File: config.mk
export PLATFORM = sky130hd
export DESIGN_NAME = stream_operand_feeder
export DESIGN_NICKNAME = d
export VERILOG_FILES = /design/src/rtl/feeder_pkg.sv /design/src/rtl/feeder_sync_fifo.sv /design/src/rtl/stream_operand_feeder.sv
export SDC_FILE = /design/constraint.sdc
export NUM_CORES = 1
export LEC_CHECK = 0
export CELL_PAD_IN_SITES_DETAIL_PLACEMENT = 0
export CELL_PAD_IN_SITES_GLOBAL_PLACEMENT = 1
export CORE_ASPECT_RATIO = 1.2
export CORE_MARGIN = 4
export CORE_UTILIZATION = 47
export CTS_BUF_LIST = sky130_fd_sc_hd__clkbuf_16
export CTS_CLUSTER_SIZE = 8
export DETAILED_ROUTE_END_ITERATION = 10
export HOLD_SLACK_MARGIN = 0.12
export PLACE_DENSITY_LB_ADDON = 0.1
export RECOVER_POWER = 50
export SYNTH_ARGS = -nofsm -noshare
export SYNTH_HDL_FRONTEND = slang
export SYNTH_SLANG_ARGS = --single-unit
File: constraint.sdc
create_clock -name clk_i -period 3.2 [get_ports clk_i]
set_input_delay 0.48 -clock clk_i [delete_from_list [all_inputs] [get_ports clk_i]]
set_output_delay 0.48 -clock clk_i [all_outputs]
set_load 0.01 [all_outputs]
File: src/rtl/feeder_pkg.sv
// Shared types for the stream operand feeder: FSM state encoding and counter width helper.
package feeder_pkg;

  typedef enum logic [1:0] {
    ST_IDLE,
    ST_SEND,
    ST_DRAIN,
    ST_DONE
  } feeder_state_e;

  // Bits needed to hold the values 0..n inclusive.
  function automatic int cnt_width(input int n);
    return $clog2(n + 1);
  endfunction

endpackage

File: src/rtl/feeder_sync_fifo.sv
// Show-ahead synchronous FIFO with full/empty flags; holds DUT results for the consumer.
module feeder_sync_fifo #(
  parameter int WIDTH = 8,
  parameter int DEPTH = 8
) (
  input  logic             clk_i,
  input  logic             reset_ni,
  input  logic             push_i,
  input  logic [WIDTH-1:0] data_i,
  input  logic             pop_i,
  output logic [WIDTH-1:0] data_o,
  output logic             full_o,
  output logic             empty_o
);

  localparam int AW = $clog2(DEPTH);

  logic [WIDTH-1:0] mem [DEPTH];
  logic [AW-1:0]    wr_ptr;
  logic [AW-1:0]    rd_ptr;
  logic [AW:0]      count;
  logic             push_ok;
  logic             pop_ok;

  // A push while full is refused even if a pop happens in the same cycle.
  assign full_o  = (count == (AW+1)'(DEPTH));
  assign empty_o = (count == '0);
  assign push_ok = push_i && !full_o;
  assign pop_ok  = pop_i && !empty_o;
  assign data_o  = empty_o ? '0 : mem[rd_ptr];

  always_ff @(posedge clk_i) begin
    if (push_ok) mem[wr_ptr] <= data_i;
  end

  always_ff @(posedge clk_i or negedge reset_ni) begin
    if (!reset_ni) begin
      wr_ptr <= '0;
      rd_ptr <= '0;
      count  <= '0;
    end else begin
      if (push_ok) wr_ptr <= wr_ptr + AW'(1);
      if (pop_ok)  rd_ptr <= rd_ptr + AW'(1);
      case ({push_ok, pop_ok})
        2'b10:   count <= count + (AW+1)'(1);
        2'b01:   count <= count - (AW+1)'(1);
        default: count <= count;
      endcase
    end
  end

endmodule

File: src/rtl/stream_operand_feeder.sv
// Preloaded operand pairs streamed cyclically to an arithmetic DUT, results buffered in a FIFO.
// Optional stall counter port enabled by defining STREAM_OPERAND_FEEDER_STALL_CNT_EN.
module stream_operand_feeder
  import feeder_pkg::*;
#(
  parameter int WIDTH     = 8,
  parameter int DEPTH     = 16,
  parameter int LENGTH    = 2000,
  parameter int RES_DEPTH = 8,
  localparam int CW       = cnt_width(LENGTH)
) (
  input  logic             clk_i,
  input  logic             reset_ni,
  input  logic             start_i,
  input  logic             load_valid_i,
  output logic             load_ready_o,
  input  logic [WIDTH-1:0] load_a_i,
  input  logic [WIDTH-1:0] load_b_i,
  output logic             op_valid_o,
  input  logic             op_ready_i,
  output logic [WIDTH-1:0] a_o,
  output logic [WIDTH-1:0] b_o,
  input  logic             res_valid_i,
  output logic             res_ready_o,
  input  logic [WIDTH-1:0] res_i,
  output logic             out_valid_o,
  input  logic             out_ready_i,
  output logic [WIDTH-1:0] out_data_o,
  output logic             busy_o,
  output logic             done_o,
  output logic [CW-1:0]    sent_cnt_o,
  output logic [CW-1:0]    recv_cnt_o
`ifdef STREAM_OPERAND_FEEDER_STALL_CNT_EN
  ,
  output logic [31:0]      stall_cnt_o
`endif
);

  localparam int LW = cnt_width(DEPTH);
  localparam int IW = $clog2(DEPTH);

  feeder_state_e    state, state_nxt;
  logic [WIDTH-1:0] op_a_mem [DEPTH];
  logic [WIDTH-1:0] op_b_mem [DEPTH];
  logic [LW-1:0]    load_cnt;
  logic [IW-1:0]    rd_idx;
  logic [CW-1:0]    sent_cnt;
  logic [CW-1:0]    recv_cnt;
  logic             load_fire;
  logic             op_fire;
  logic             start_run;
  logic             res_push;
  logic             fifo_full;
  logic             fifo_empty;

  assign load_ready_o = (state == ST_IDLE) && (load_cnt != LW'(DEPTH));
  assign load_fire    = load_valid_i && load_ready_o;
  assign op_valid_o   = (state == ST_SEND);
  assign op_fire      = op_valid_o && op_ready_i;
  assign start_run    = start_i && (((state == ST_IDLE) && (load_cnt != '0)) || (state == ST_DONE));
  assign a_o          = op_valid_o ? op_a_mem[rd_idx] : '0;
  assign b_o          = op_valid_o ? op_b_mem[rd_idx] : '0;
  assign busy_o       = (state == ST_SEND) || (state == ST_DRAIN);
  assign done_o       = (state == ST_DONE);
  assign sent_cnt_o   = sent_cnt;
  assign recv_cnt_o   = recv_cnt;
  assign res_ready_o  = !fifo_full;
  assign out_valid_o  = !fifo_empty;
  // Results outside a run, or beyond LENGTH, are dropped without being counted.
  assign res_push     = res_valid_i && res_ready_o && busy_o && (recv_cnt != CW'(LENGTH));

  always_ff @(posedge clk_i or negedge reset_ni) begin
    if (!reset_ni) state <= ST_IDLE;
    else           state <= state_nxt;
  end

  always_comb begin
    state_nxt = state;
    case (state)
      ST_IDLE:  if (start_run) state_nxt = ST_SEND;
      ST_SEND:  if (op_fire && (sent_cnt == CW'(LENGTH - 1))) state_nxt = ST_DRAIN;
      ST_DRAIN: if (recv_cnt == CW'(LENGTH)) state_nxt = ST_DONE;
      ST_DONE:  if (start_run) state_nxt = ST_SEND;
      default:  state_nxt = ST_IDLE;
    endcase
  end

  // Buffer contents are not reset; load_cnt alone marks how many entries are valid.
  always_ff @(posedge clk_i) begin
    if (load_fire) begin
      op_a_mem[load_cnt[IW-1:0]] <= load_a_i;
      op_b_mem[load_cnt[IW-1:0]] <= load_b_i;
    end
  end

  always_ff @(posedge clk_i or negedge reset_ni) begin
    if (!reset_ni) begin
      load_cnt <= '0;
      rd_idx   <= '0;
      sent_cnt <= '0;
      recv_cnt <= '0;
    end else begin
      if (load_fire) load_cnt <= load_cnt + LW'(1);
      if (start_run) begin
        rd_idx   <= '0;
        sent_cnt <= '0;
        recv_cnt <= '0;
      end else begin
        if (op_fire) begin
          sent_cnt <= sent_cnt + CW'(1);
          rd_idx   <= (LW'(rd_idx) == load_cnt - LW'(1)) ? '0 : rd_idx + IW'(1);
        end
        if (res_push) recv_cnt <= recv_cnt + CW'(1);
      end
    end
  end

`ifdef STREAM_OPERAND_FEEDER_STALL_CNT_EN
  always_ff @(posedge clk_i or negedge reset_ni) begin
    if (!reset_ni)                                        stall_cnt_o <= '0;
    else if (start_i)                                     stall_cnt_o <= '0;
    else if (op_valid_o && !op_ready_i && stall_cnt_o != '1) stall_cnt_o <= stall_cnt_o + 32'd1;
  end
`endif

  feeder_sync_fifo #(
    .WIDTH (WIDTH),
    .DEPTH (RES_DEPTH)
  ) u_res_fifo (
    .clk_i    (clk_i),
    .reset_ni (reset_ni),
    .push_i   (res_push),
    .data_i   (res_i),
    .pop_i    (out_ready_i),
    .data_o   (out_data_o),
    .full_o   (fifo_full),
    .empty_o  (fifo_empty)
  );

endmodule
[Word-level counts from Yosys, hierarchy flattened]
Memories as Yosys holds them, arrays and structs flattened.
Cells that the tools add are included.
Word-level totals
  bits in registers: 43
  bits in writable memories: 320
  input port bits: 31
  output and inout bits: 52
  logic and storage cells: 76
  memories: 3
Memories
  op_a_mem: words 16, width 8, rd ports 1, clocked after memory_dff 0, write ports 1, line stream_operand_feeder.sv:43  | logic [WIDTH-1:0] op_a_mem [DEPTH];
  op_b_mem: words 16, width 8, rd ports 1, clocked after memory_dff 0, write ports 1, line stream_operand_feeder.sv:44  | logic [WIDTH-1:0] op_b_mem [DEPTH];
  u_res_fifo.mem: words 8, width 8, rd ports 1, clocked after memory_dff 0, write ports 1, line feeder_sync_fifo.sv:18  | logic [WIDTH-1:0] mem [DEPTH];
Operators by class
  add/sub/neg operators: 9
  equal/unequal tests: 14
  muxes and demuxes: 19
  reductions and logical operators: 23
Operators with widths (number)
  $mux 11: 4
  $mux 8: 3
  $add 11x1->11 const B: 2
  $eq 11x11->1 const B: 2
  $mux 4: 3
  $logic_and 1x1->1: 11
  $ne 11x11->1 const B: 1
  $add 4x1->4 const B: 2
  $pmux 4 s2: 1
  $add 3x1->3 const B: 2
  $eq 2x2->1 const B: 3
  $mux 2: 3
  $ne 2x1->1 const B: 3
  $pmux 2 s3: 1
  $reduce_bool 2->1: 3
  $add 5x1->5 const B: 1
  $eq 4x5->1: 1
  $ne 5x5->1 const B: 1
  $reduce_bool 5->1: 1
  $sub 5x1->5 const B: 1
  $eq 2x1->1 const B: 2
  $eq 4x4->1 const B: 1
  $logic_not 4->1: 1
  $mux 1: 4
  6 further kinds: 8

[Longest topological paths before layout]
  depth after elaboration: 8
  mapped depth: 13
  mapped depth without buffers: 12

[Modules after synthesis]
A second synthesis with hierarchy kept.
Second synthesis, totals
  cells, all modules: 777
  area, all modules: 14762.9 µm²
By module, submodules not included
  stream_operand_feeder: instances 1, cells each 614, area an instance 11717.5 µm², sequential area each 8513.2 µm²
  feeder_sync_fifo: instances 1, cells each 163, area an instance 3045.4 µm², sequential area each 2172.1 µm²

[Worst setup path before layout]
OpenSTA, ideal clock, no wires.
  path type: register to register
  from: reg load_cnt[0]
  to: mem op_a_mem[3][0], enable pin
  library setup time: 409 ps
  data arrival time: 2604 ps
  data required time: 2791 ps
  path slack: 186 ps
  stages on the path, launching flop included: 6
  path buffers: 0
  clock period less this slack: 3014 ps
  cell sequence: dfrtp_1 -> inv_1 -> ha_1 -> a311oi_2 -> nand2_1 -> nor3_1
Between the ends
  cells in the longest elaborated chain, start to end: 5
RTL lines
  start: declaration: line stream_operand_feeder.sv:45  | logic [LW-1:0] load_cnt;
  start signal: assignment: line stream_operand_feeder.sv:103  | if (load_fire) load_cnt <= load_cnt + LW'(1);
  $ne 5x5->1: line stream_operand_feeder.sv:56  | assign load_ready_o = (state == ST_IDLE) && (load_cnt != LW'(DEPTH));
  $logic_and 1x1->1: line stream_operand_feeder.sv:56
  $logic_and 1x1->1: line stream_operand_feeder.sv:57  | assign load_fire = load_valid_i && load_ready_o;
  $mux 1: line stream_operand_feeder.sv:90  | if (load_fire) begin
  $mux 1 (implied by the code): line stream_operand_feeder.sv:91  | op_a_mem[load_cnt[IW-1:0]] <= load_a_i;
  end: declaration: line stream_operand_feeder.sv:43
Several ways; a longest one is shown, not always the timed one.

[Worst setup path after layout]
  from: reg rd_idx[0]
  to: out a_o[7]
Between the ends
  cells in the longest elaborated chain, start to end: 2
RTL lines
  start: declaration: line stream_operand_feeder.sv:46  | logic [IW-1:0] rd_idx;
  start signal: assignment: line stream_operand_feeder.sv:111  | rd_idx <= (LW'(rd_idx) == load_cnt - LW'(1)) ? '0 : rd_idx + IW'(1);
  $mem_v2 16x8
  $mux 8: line stream_operand_feeder.sv:61  | assign a_o = op_valid_o ? op_a_mem[rd_idx] : '0;
  end: declaration: line stream_operand_feeder.sv:21  | output logic [WIDTH-1:0] a_o,
No other way between the ends.

==> impl_metrics.py <==
metrics = {
    "outcome": {
        "status": "finished, violations left",
        "violations": "capacitance limit, slew limit",
    },
    "setup_path": {
        "r2r-end": "u_res_fifo.count[2]",
        "ff2ff_setup_slack_ps": 280,
        "worstPathArrival_ps": 2660,
        "crit_start": "rd_idx[0]",
        "cp_slowest_cell": "mux4_2",
        "crit_path_max_incr_delay_ps": 510,
        "path_common_cell": "mux4_2",
        "r2r_start": "recv_cnt_o[0]",
        "cp_cell_sequence": "buf_6 > buf_8 > buf_16 > mux4_2 > mux4_2 > and2_1 > buf_2",
        "critPathKind": "reg -> out",
        "end_kind": "output pin",
        "required_ps": 2720,
        "crit_path_start_kind": "flip-flop",
        "crit_fanout": 5,
        "crit_path_end": "a_o[7]",
        "reg2reg_depth": 12,
    },
    "sta": {
        "fin_worst_skew_ps": 10.34,
        "max_slew_margin_pct": -61.88,
        "holdWs_ps": 551.2,
        "fin_crit_sh_pct": 98.28,
        "period_minus_slack_ps": 3145,
        "worstMarginPinSlew_ps": 2428,
        "setup_viol": 0,
        "slew_violations": 44,
        "finalHoldViolCount": 0,
        "rsz0062_at_grt": "yes",
        "max_freq_mhz": 318.0,
    },
    "route": {
        "via_per_inst": 5.633,
        "drtIter0Drc": 554,
        "first_pass_iters": 4,
        "finalWirelength_um": 31780,
        "vias": 7689,
        "drc": 0,
        "routedWlPerCell_um": 23.28,
        "postRouteAntennaNets": 0,
    },
    "synth": {
        "syn_inst": 798,
        "syn_nets": 848,
        "synthesis.area_um2": 14810,
        "yosys_most_used_dff": "edfxtp_1",
        "synth.top_cell.area_share_pct": 64.89,
        "avgSynthCellArea_um2": 18.56,
        "synth_edf_count": 320,
        "synthTopCellsByArea": "edfxtp_1 (65%), mux4_2 (11%), dfrtp_1 (7.3%), mux2i_1 (2.1%), ha_1 (1.6%)",
        "synth_seq_area_share_pct": 72.15,
        "synthArstFlopShare_pct": 11.85,
        "synth_cell_type_count": 45,
        "yosys_warnings": 0,
        "ys_ff_latch": 363,
        "synth_largest_area_cell": "edfxtp_1",
    },
    "place": {
        "gp_congestion": 0.7666,
        "numPortBuffers": 82,
        "place_hpwl_um": 18470,
    },
    "clock_network": {
        "cts_tree": "done",
        "cts_buffer_depth": 3,
        "clkSinkCount": 363,
        "h-tree-depth": 2,
        "cts_buffers": 51,
        "insertion_delay_ps": 550,
        "cts-root-buf": "clkbuf_16",
        "hold_buffers": 0,
        "path_clk_slew_ps": 50,
    },
    "power_and_ir_drop": {
        "leakagePower_uw": 0.006204,
        "vdd_drop_max_v": 0.0004854,
        "powerDensity_nw_per_um2": 779.4,
        "p_total_uw": 14030,
    },
    "flow_run": {
        "max-cap-violations": 1,
    },
    "die": {
        "die_w_um": 170.0,
        "die_h_um": 202.5,
        "coreArea_um2": 30740,
        "io_pins": 83,
        "initial_utilization_pct": 48.17,
        "die_area_um2": 34420,
        "rows": 70,
    },
    "layout": {
        "final_common_cell": "edfxtp_1",
        "final_cell_mix": "edfxtp_1 (320), mux4_2 (75), clkbuf_16 (53)",
        "fin_nets": 998,
        "diodes": 0,
        "layout-drive-gt1-share_pct": 23.63,
        "area_growth_pct": 21.53,
    },
    "grt": {
        "grt_overflow_total": 0,
        "antenna_found_initial": 1,
        "grt_pass1_vias": 8200,
        "groute.usage.overall_pct": 18.90,
        "grt_max_degree": 44,
        "grt_pass1_wl_um": 49130,
    },
    "hold_path": {
        "hp-class": "reg -> reg",
    },
}
sequential cells by signal, indices dropped and copies added, names as in the netlist:
signal	flops
recv_cnt_o	11
u_res_fifo.count	4
rd_idx	4
u_res_fifo.wr_ptr	3
u_res_fifo.mem	64
u_res_fifo.rd_ptr	3
state	2
op_b_mem	128
load_cnt	5
op_a_mem	128
sent_cnt_o	11
final cells by class:
type / count / area [um2]
clock inverter: 21 / 98.84
inverter: 9 / 33.78
fill: 2271 / 12740
multi-input combinational: 388 / 3956
sequential: 363 / 10690
tap: 396 / 495.5
timing repair buffer: 135 / 1396
clock buffer: 53 / 1326
worst max-delay path: cells and delay by family (launching register included):
| family | cells | cell delay, ps |
|---|---|---|
| AND/OR/NAND/NOR | 1 | 150 |
| flip-flops | 1 | 500 |
| multiplexers | 2 | 920 |
| buffers and inverters | 4 | 540 |
cells in the mapped netlist (5+ instances only):
cell type    n
a21boi_0     7
a21oi_1     12
a22oi_1      6
and2_1      13
buf_2       10
clkbuf_1    17
dfrtp_1     43
edfxtp_1   320
ha_1        19
inv_1        9
mux2_2      17
mux2i_1     31
mux4_2      75
nand2_1     29
nand2b_1     5
nand3_1     16
nand4_1      6
nor2_1      49
nor3_1      10
o21ai_0     18
xnor2_1     20
xor2_1      21
report_power, final:
group / switching [uW] / internal, uW / total (uW)
registers: 326 / 5430 / 5760
clock network: 1840 / 2910 / 4750
logic: 1640 / 1880 / 3510
total: 3810 / 10200 / 14000
layer usage:
| metal | track usage [%] | share of wire, % |
|---|---|---|
| met5 | 0 | 0 |
| met4 | 5.307 | 2.0 |
| met3 | 2.960 | 4.1 |
| met2 | 33.14 | 53 |
| met1 | 24.51 | 41 |
repair_timing:
item                       CTS  global route
pin swaps                    1             0
gates cloned                 4             0
buffers inserted             9             0
resized for setup           51            21
setup endpoints to repair   16            15
per-stage QoR:
stage / area [um2] / cells / worst slack (ps) / setup TNS [ps] / utilization, %
after global placement: 16340 / 1279 / 292.1 / 0 / 53.15
after detailed placement: 16340 / 1279 / 279.1 / 0 / 53.15
after CTS: 18010 / 1366 / 0.5242 / 0 / 58.59
after global routing: 18000 / 1365 / -20.88 / -68.32 / 58.54
after floorplan: 14810 / 798 / 186.4 / 0 / -
final: 18000 / 1365 / 55.01 / 0 / 58.54
worst min-delay path by stage:
stage | start | end | slack, ps | depth (start not counted)
final | u_res_fifo.count[3] | u_res_fifo.count[3] | 550 | 1
after global routing | u_res_fifo.count[3] | u_res_fifo.count[3] | 580 | 1
after CTS | reset_ni | u_res_fifo.count[3] | 120 | 1
after detailed placement | u_res_fifo.count[3] | u_res_fifo.count[3] | 540 | 1
after global placement | u_res_fifo.count[3] | u_res_fifo.count[3] | 530 | 1
after floorplan | reset_ni | load_cnt[0] | 180 | 0
cell families after synthesis:
kind of cell             after synthesis  share of synthesized area, %
AO/OA/AOI/OAI                         54                         2.256
XOR/XNOR                              41                         2.425
adder cells (fa/ha/maj)               19                         1.605
buffers and inverters                 47                         1.555
flip-flops                           363                         72.15
multiplexers                         123                         14.79
AND/OR/NAND/NOR                      151                         5.213
(Power assumes the default switching activity.)
